==> config.mk <==
export PLATFORM = sky130hd
export DESIGN_NAME = mem_stage
export DESIGN_NICKNAME = d
export VERILOG_FILES = /design/src/rtl/pipe_pkg.sv /design/src/rtl/mem_timeout_ctr.sv /design/src/rtl/mem_stage.sv
export SDC_FILE = /design/constraint.sdc
export NUM_CORES = 1
export LEC_CHECK = 0
export CAP_MARGIN = 20
export CORE_MARGIN = 2
export CORE_UTILIZATION = 43
export DETAILED_ROUTE_END_ITERATION = 16
export PLACE_DENSITY = 0.8
export SETUP_SLACK_MARGIN = 0.4
export SKIP_CTS_REPAIR_TIMING = 1
export SLEW_MARGIN = 40
export SYNTH_ARGS = -nofsm -noshare
export SYNTH_HDL_FRONTEND = slang
export SYNTH_SLANG_ARGS = --single-unit
==> constraint.sdc <==
create_clock -name clk -period 2.1 [get_ports clk]
set_input_delay 0.63 -clock clk [delete_from_list [all_inputs] [get_ports clk]]
set_output_delay 0.63 -clock clk [all_outputs]
set_load 0.01 [all_outputs]
==> src/rtl/pipe_pkg.sv <==
// Shared pipeline definitions: execute opcodes, MEM-stage state encoding and the
// word retired on a data-memory timeout.
package pipe_pkg;

  localparam logic [3:0] OP_NOP   = 4'b0000;
  localparam logic [3:0] OP_ADD   = 4'b0010;
  localparam logic [3:0] OP_SUB   = 4'b0011;
  localparam logic [3:0] OP_AND   = 4'b0100;
  localparam logic [3:0] OP_OR    = 4'b0101;
  localparam logic [3:0] OP_XOR   = 4'b0110;
  localparam logic [3:0] OP_JMP   = 4'b1000;
  localparam logic [3:0] OP_LOAD  = 4'b1100;
  localparam logic [3:0] OP_STORE = 4'b1110;
  localparam logic [3:0] OP_MOV   = 4'b1111;

  localparam logic [15:0] DEAD_WORD = 16'hDEAD;

  typedef enum logic {
    IDLE     = 1'b0,
    MEM_WAIT = 1'b1
  } mem_state_e;

  function automatic logic is_mem_op(input logic [3:0] op);
    return (op == OP_LOAD) || (op == OP_STORE);
  endfunction

endpackage

==> src/rtl/mem_timeout_ctr.sv <==
// Wait-cycle counter for the MEM stage; tc flags the last cycle a request may
// remain unacknowledged before it is aborted.
module mem_timeout_ctr #(
  parameter int unsigned LIMIT = 15
) (
  input  logic clk,
  input  logic rst_n,
  input  logic clr,
  input  logic en,
  output logic tc
);

  localparam int unsigned W = $clog2(LIMIT + 1);

  logic [W-1:0] cnt_q, cnt_d;

  always_comb begin
    cnt_d = cnt_q;
    if (clr)     cnt_d = '0;
    else if (en) cnt_d = cnt_q + 1'b1;
  end

  // NOTE: state is updated with <= so every flop samples pre-edge values.
  always_ff @(posedge clk or negedge rst_n) begin
    if (!rst_n) cnt_q <= '0;
    else        cnt_q <= cnt_d;
  end

  // The cycle that would bring the count up to LIMIT is the abort cycle.
  assign tc = (cnt_q == W'(LIMIT - 1));

endmodule

==> src/rtl/mem_stage.sv <==
// Pipeline MEM stage: EX/MEM register, data-memory req/ack sequencing with timeout,
// and writeback outputs. Define MEM_FWD_EN to add the forwarding/interlock outputs.
module mem_stage
  import pipe_pkg::*;
#(
  parameter int unsigned ADDR_W      = 16,
  parameter int unsigned ACK_TIMEOUT = 15
) (
  input  logic              clk,
  input  logic              rst_n,
  input  logic              ex_valid,
  output logic              ex_ready,
  input  logic [4:0]        ex_control,
  input  logic [15:0]       ex_result,
  input  logic [15:0]       ex_store_data,
  input  logic [5:0]        ex_dest,
  input  logic              ex_we,
  output logic              dmem_req,
  output logic              dmem_we,
  output logic [ADDR_W-1:0] dmem_addr,
  output logic [15:0]       dmem_wdata,
  input  logic              dmem_ack,
  input  logic [15:0]       dmem_rdata,
  output logic              wb_valid,
  output logic [15:0]       wb_data,
  output logic [5:0]        wb_dest,
  output logic              wb_we,
  output logic              mem_err
`ifdef MEM_FWD_EN
  ,
  output logic              fwd_valid,
  output logic [5:0]        fwd_dest,
  output logic [15:0]       fwd_data,
  output logic              load_pending
`endif
);

  mem_state_e        state_q, state_d;
  logic              dmem_req_q, dmem_req_d;
  logic              dmem_we_q, dmem_we_d;
  logic [ADDR_W-1:0] dmem_addr_q, dmem_addr_d;
  logic [15:0]       dmem_wdata_q, dmem_wdata_d;
  logic [5:0]        dest_q, dest_d;
  logic              wb_valid_q, wb_valid_d;
  logic [15:0]       wb_data_q, wb_data_d;
  logic [5:0]        wb_dest_q, wb_dest_d;
  logic              wb_we_q, wb_we_d;
  logic              mem_err_q, mem_err_d;

  logic [3:0]  op;
  logic        accept;
  logic        ctr_clr, ctr_en, ctr_tc;
  logic [15:0] addr_word;
  logic        ctrl_unused;

  assign op          = ex_control[3:0];
  assign ctrl_unused = ex_control[4];
  assign ex_ready    = (state_q == IDLE);
  assign accept      = ex_valid && ex_ready;

  assign ctr_clr = (state_q == IDLE);
  assign ctr_en  = (state_q == MEM_WAIT) && !dmem_ack;

  mem_timeout_ctr #(
    .LIMIT (ACK_TIMEOUT)
  ) u_timeout (
    .clk   (clk),
    .rst_n (rst_n),
    .clr   (ctr_clr),
    .en    (ctr_en),
    .tc    (ctr_tc)
  );

  // STORE retires its address, zero-extended to the datapath width.
  always_comb begin
    addr_word             = '0;
    addr_word[ADDR_W-1:0] = dmem_addr_q;
  end

  // NOTE: every output of this block gets a default first, so no latches are inferred.
  always_comb begin
    state_d      = state_q;
    dmem_req_d   = dmem_req_q;
    dmem_we_d    = dmem_we_q;
    dmem_addr_d  = dmem_addr_q;
    dmem_wdata_d = dmem_wdata_q;
    dest_d       = dest_q;
    wb_valid_d   = 1'b0;
    wb_data_d    = wb_data_q;
    wb_dest_d    = wb_dest_q;
    wb_we_d      = wb_we_q;
    mem_err_d    = mem_err_q;

    case (state_q)
      IDLE: begin
        if (accept) begin
          if (is_mem_op(op)) begin
            state_d      = MEM_WAIT;
            dmem_req_d   = 1'b1;
            dmem_we_d    = (op == OP_STORE);
            dmem_addr_d  = ex_result[ADDR_W-1:0];
            dmem_wdata_d = ex_store_data;
            dest_d       = ex_dest;
          end else begin
            wb_valid_d = 1'b1;
            wb_data_d  = ex_result;
            wb_dest_d  = ex_dest;
            wb_we_d    = (op == OP_NOP) ? 1'b0 : ex_we;
          end
        end
      end

      MEM_WAIT: begin
        // Ack is checked before the terminal count so a last-cycle ack still completes.
        if (dmem_ack) begin
          state_d    = IDLE;
          dmem_req_d = 1'b0;
          wb_valid_d = 1'b1;
          wb_dest_d  = dest_q;
          if (dmem_we_q) begin
            wb_data_d = addr_word;
            wb_we_d   = 1'b0;
          end else begin
            wb_data_d = dmem_rdata;
            wb_we_d   = 1'b1;
          end
        end else if (ctr_tc) begin
          state_d    = IDLE;
          dmem_req_d = 1'b0;
          mem_err_d  = 1'b1;
          wb_valid_d = 1'b1;
          wb_data_d  = DEAD_WORD;
          wb_dest_d  = dest_q;
          wb_we_d    = 1'b0;
        end
      end

      default: state_d = IDLE;
    endcase
  end

  always_ff @(posedge clk or negedge rst_n) begin
    if (!rst_n) begin
      state_q      <= IDLE;
      dmem_req_q   <= 1'b0;
      dmem_we_q    <= 1'b0;
      dmem_addr_q  <= '0;
      dmem_wdata_q <= '0;
      dest_q       <= '0;
      wb_valid_q   <= 1'b0;
      wb_data_q    <= '0;
      wb_dest_q    <= '0;
      wb_we_q      <= 1'b0;
      mem_err_q    <= 1'b0;
    end else begin
      state_q      <= state_d;
      dmem_req_q   <= dmem_req_d;
      dmem_we_q    <= dmem_we_d;
      dmem_addr_q  <= dmem_addr_d;
      dmem_wdata_q <= dmem_wdata_d;
      dest_q       <= dest_d;
      wb_valid_q   <= wb_valid_d;
      wb_data_q    <= wb_data_d;
      wb_dest_q    <= wb_dest_d;
      wb_we_q      <= wb_we_d;
      mem_err_q    <= mem_err_d;
    end
  end

  assign dmem_req   = dmem_req_q;
  assign dmem_we    = dmem_we_q;
  assign dmem_addr  = dmem_addr_q;
  assign dmem_wdata = dmem_wdata_q;
  assign wb_valid   = wb_valid_q;
  assign wb_data    = wb_data_q;
  assign wb_dest    = wb_dest_q;
  assign wb_we      = wb_we_q;
  assign mem_err    = mem_err_q;

`ifdef MEM_FWD_EN
  // While a LOAD waits, decode sees its destination to interlock on.
  assign load_pending = (state_q == MEM_WAIT) && !dmem_we_q;
  assign fwd_valid    = (state_q == IDLE) && wb_valid_q && wb_we_q;
  assign fwd_dest     = load_pending ? dest_q : wb_dest_q;
  assign fwd_data     = wb_data_q;
`endif

endmodule
==> metrics list <==
* Run status: finished, final reports clean
- NumNets Final: 438
* Combinational family with the most area after synthesis: multiplexers
- Via count of the first global-routing pass: 2392
* VDD IR-drop max: 0.000508 V
- Counting every net in the synthesized netlist gives 292.
- The number of different library cells used by synthesis comes to 26.
* Clock slew at reported path FFs: 0.07 ns
* Total via count in the routed design: 2384
- Number of fillers in the final layout: 462
* Async set-or-reset flop fraction in the synthesized netlist: 100%
- TritonCTS built the clock tree.
- The worst path uses 86.6% of the clock period.
- Endpoints failing hold: 0
* Area of the core: 6910 um^2
* WL per Instance: 17.5 um
- Leading register cell type out of synthesis: dfrtp_1
- Power spread over the standard cell area amounts to 857 nW/um^2.
* Compound-Gate Fraction of Synth Area: 5.12%
* Total inserted antenna cells: 0
- Count of unresolved DRC violations after routing: 0
* Number of warnings reported in the yosys synthesis log: 0
* # H-tree levels: 3
- Final ANT Viol Nets: 0
- For the worst setup path, the data required time is 2.32 ns.
* Mapped Area: 3110 um^2
- The critical path in this run is classified as input port to flip-flop.
* Adder and majority cell fraction of the synthesized area: 0.806%
- CTS saw 70 sinks.
- From left edge to right edge, the die measures 89.0 um.
- Die outline area: 7920 um^2
* Number of iterations in the first detailed-routing pass: 4
* Cell taking the most area after synthesis: dfrtp_1
* First-pass GRT wire length: 11300 um
- STA classifies the critical path endpoint as a flip-flop.
* Drt first-iter violations: 103
* Detailed placement HPWL: 5170 um
* Starting utilization of the core area: 45.0%
- Cell at the root of the clock tree: clkbuf_8
- In this run the worst path has a maximum fanout of 6.
- Global-route total usage across every layer: 18.8%
- Leak pwr: 2.84 nW
- At the worst endpoint, the arrival time is 2.04 ns.
- Measured along the y axis, the die boundary spans 89.0 um.
- In this run the count of I/O pins placed on the die edge is 124.
* Syn-to-layout area delta: 67.2%
- Number of vias per cell after detailed routing: 5.04
- The count of final max-slew check failures is 0.
* Global placer's final weighted congestion: 0.800
- Multiplexer area fraction after synthesis: 29.8%
* Cell with the most instances after synthesis: dfrtp_1
- Entering global routing, the biggest net connects 44 pins.
- Grt ovf: 0
- At the later pin of the worst-skew pair, clock insertion delay measures 0.33 ns.
- Subtracting the final worst setup slack from the clock period gives 1.82 ns.
- Count of state elements after synthesis: 70
- Bufs on Longest Clock Path: 2
- Max_cap viols: 0
* EDFF count, synth: 0
* Setup-failing EPs final: 0
- Synth Area in XOR/XNOR: 0.846%
- Overall power consumption after layout is estimated at 4.45 mW.
* Placed instance area: 4540 um^2
- The routed design has 8280 um of wire.
- Type of the worst min-delay path: input port to asynchronous set/reset pin
* Number of antenna violations at the first check in global routing: 0
- In the synthesized netlist, the cells that appear most often are dfrtp_1, mux2_2, nor2_1, mux2i_1, a21oi_1.
- Number of buffer cells added on primary ports: 122
- Of the cells placed in the final design, the portion with a size suffix greater than 1 is 32.1%.
- In the synthesized netlist, the number of instances is 226.
* Area share of the leading cell type in the synthesized netlist: 56.4%
- Leading cell types by total area after synthesis: dfrtp_1, mux2_2, mux2i_1
- Unrepaired setup endpoints after global routing: true
* Fin Clk Skew: 0.00382 ns
* Part of the Yosys area used for sequential elements: 56.4%
- STA classifies the critical path startpoint as an input port.
* Highest Clock Rate: 550 MHz
- At the pin with the least slew margin, the transition time is 0.546 ns.
- Site Rows: 30
- CTS buffer count: 9
* Synthesized area divided by synthesized cell count: 13.7 um^2
- Cell area after layout: 5190 um^2
- Worst relative slew slack: 63.6%
- Simple-gate area share of the yosys netlist: 4.43%
[metrics by stage]
step                      hold slack [ns]  setup TNS, ns  worst slack (ns)  util, %  instances
after floorplan                     0.334              0             0.324        -        226
after global placement              0.468          -4.31            -0.131     65.7        447
after detailed placement            0.476          -5.81            -0.165     65.7        447
after CTS                           0.298              0            0.0457     69.6        463
after global routing                0.310              0             0.273     75.2        473
final                               0.276              0             0.282     75.2        473
[logic make-up (layout without fill, tap and decap cells)]
logic type,after synthesis,count (layout)
buffers and inverters,15,166
AO/OA/AOI/OAI,23,23
multiplexers,84,84
XOR/XNOR,3,3
flip-flops,70,70
adder cells (fa/ha/maj),2,2
AND/OR/NAND/NOR,29,29
[final cells by class]
class | instances | area (um^2) | area share (%)
repair buffers | 148 | 1660 | 31.9
clock buffers | 10 | 138 | 2.65
well taps | 96 | 120 | 2.31
clock inverters | 6 | 133 | 2.55
inverters | 2 | 7.51 | 0.145
multi-input cells | 141 | 1380 | 26.6
flip-flops and latches | 70 | 1750 | 33.8
[registers in the layout, summed over array words and instances, names as in the netlist]
signal	flops
dest_q	6
dmem_addr	16
dmem_req	1
dmem_wdata	16
dmem_we	1
mem_err	1
state_q	1
u_timeout.cnt_q	4
wb_data	16
wb_dest	6
wb_valid	1
wb_we	1
[layer usage]
layer	GRT usage, %	part of all wire (%)	vias to the layer above	routed length, um
li1	-	-	1095	-
met5	0	0	-	0
met2	31.3	51	99	4230
met4	7.06	1.2	0	100
met1	23.5	41	1181	3360
met3	5.08	7.1	9	588
[worst paths after layout]
path | start | end | slack (ns) | depth (start not counted)
min reg2reg | mem_err | mem_err | 0.49 | 1
min | rst_n | dmem_wdata[12] | 0.28 | 1
max | ex_valid | wb_dest[0] | 0.28 | 6
min in group clk | mem_err | mem_err | 0.49 | 1
max reg2reg | u_timeout.cnt_q[0] | wb_dest[0] | 0.34 | 7
max in group asynchronous | rst_n | state_q | 1.23 | 2
[cell usage in the layout (no fill, tap or decap), drive strengths merged]
cell type / count
o21ai: 2
clkinv: 1
ha: 2
bufinv: 4
nor2b: 2
a41o: 1
nor2: 17
nand2: 5
clkdlybuf4s50: 57
a21oi: 12
dlymetal6s2s: 64
xnor2: 1
o41ai: 1
inv: 2
mux2i: 16
a31oi: 1
clkinvlp: 1
nand4b: 1
clkbuf: 12
nand3: 1
buf: 25
and2: 1
xor2: 2
a211oi: 1
o2bb2ai: 5
and4bb: 1
mux2: 68
dfrtp: 70
nand3b: 1
[where the power goes]
part           internal [mW]  leakage [nW]  switching, mW
clock                  0.939         0.132          0.484
sequential              1.60         0.842          0.141
combinational          0.797          1.86          0.483
[worst max-delay path, cell delays in order]
cell and delay (ns):
clkdlybuf4s50_1 0.51, nor2_2 0.06, a211oi_4 0.18, buf_6 0.16
clkbuf_16 0.16, mux2_2 0.32
No activity file was read; power rests on OpenSTA's default activity.
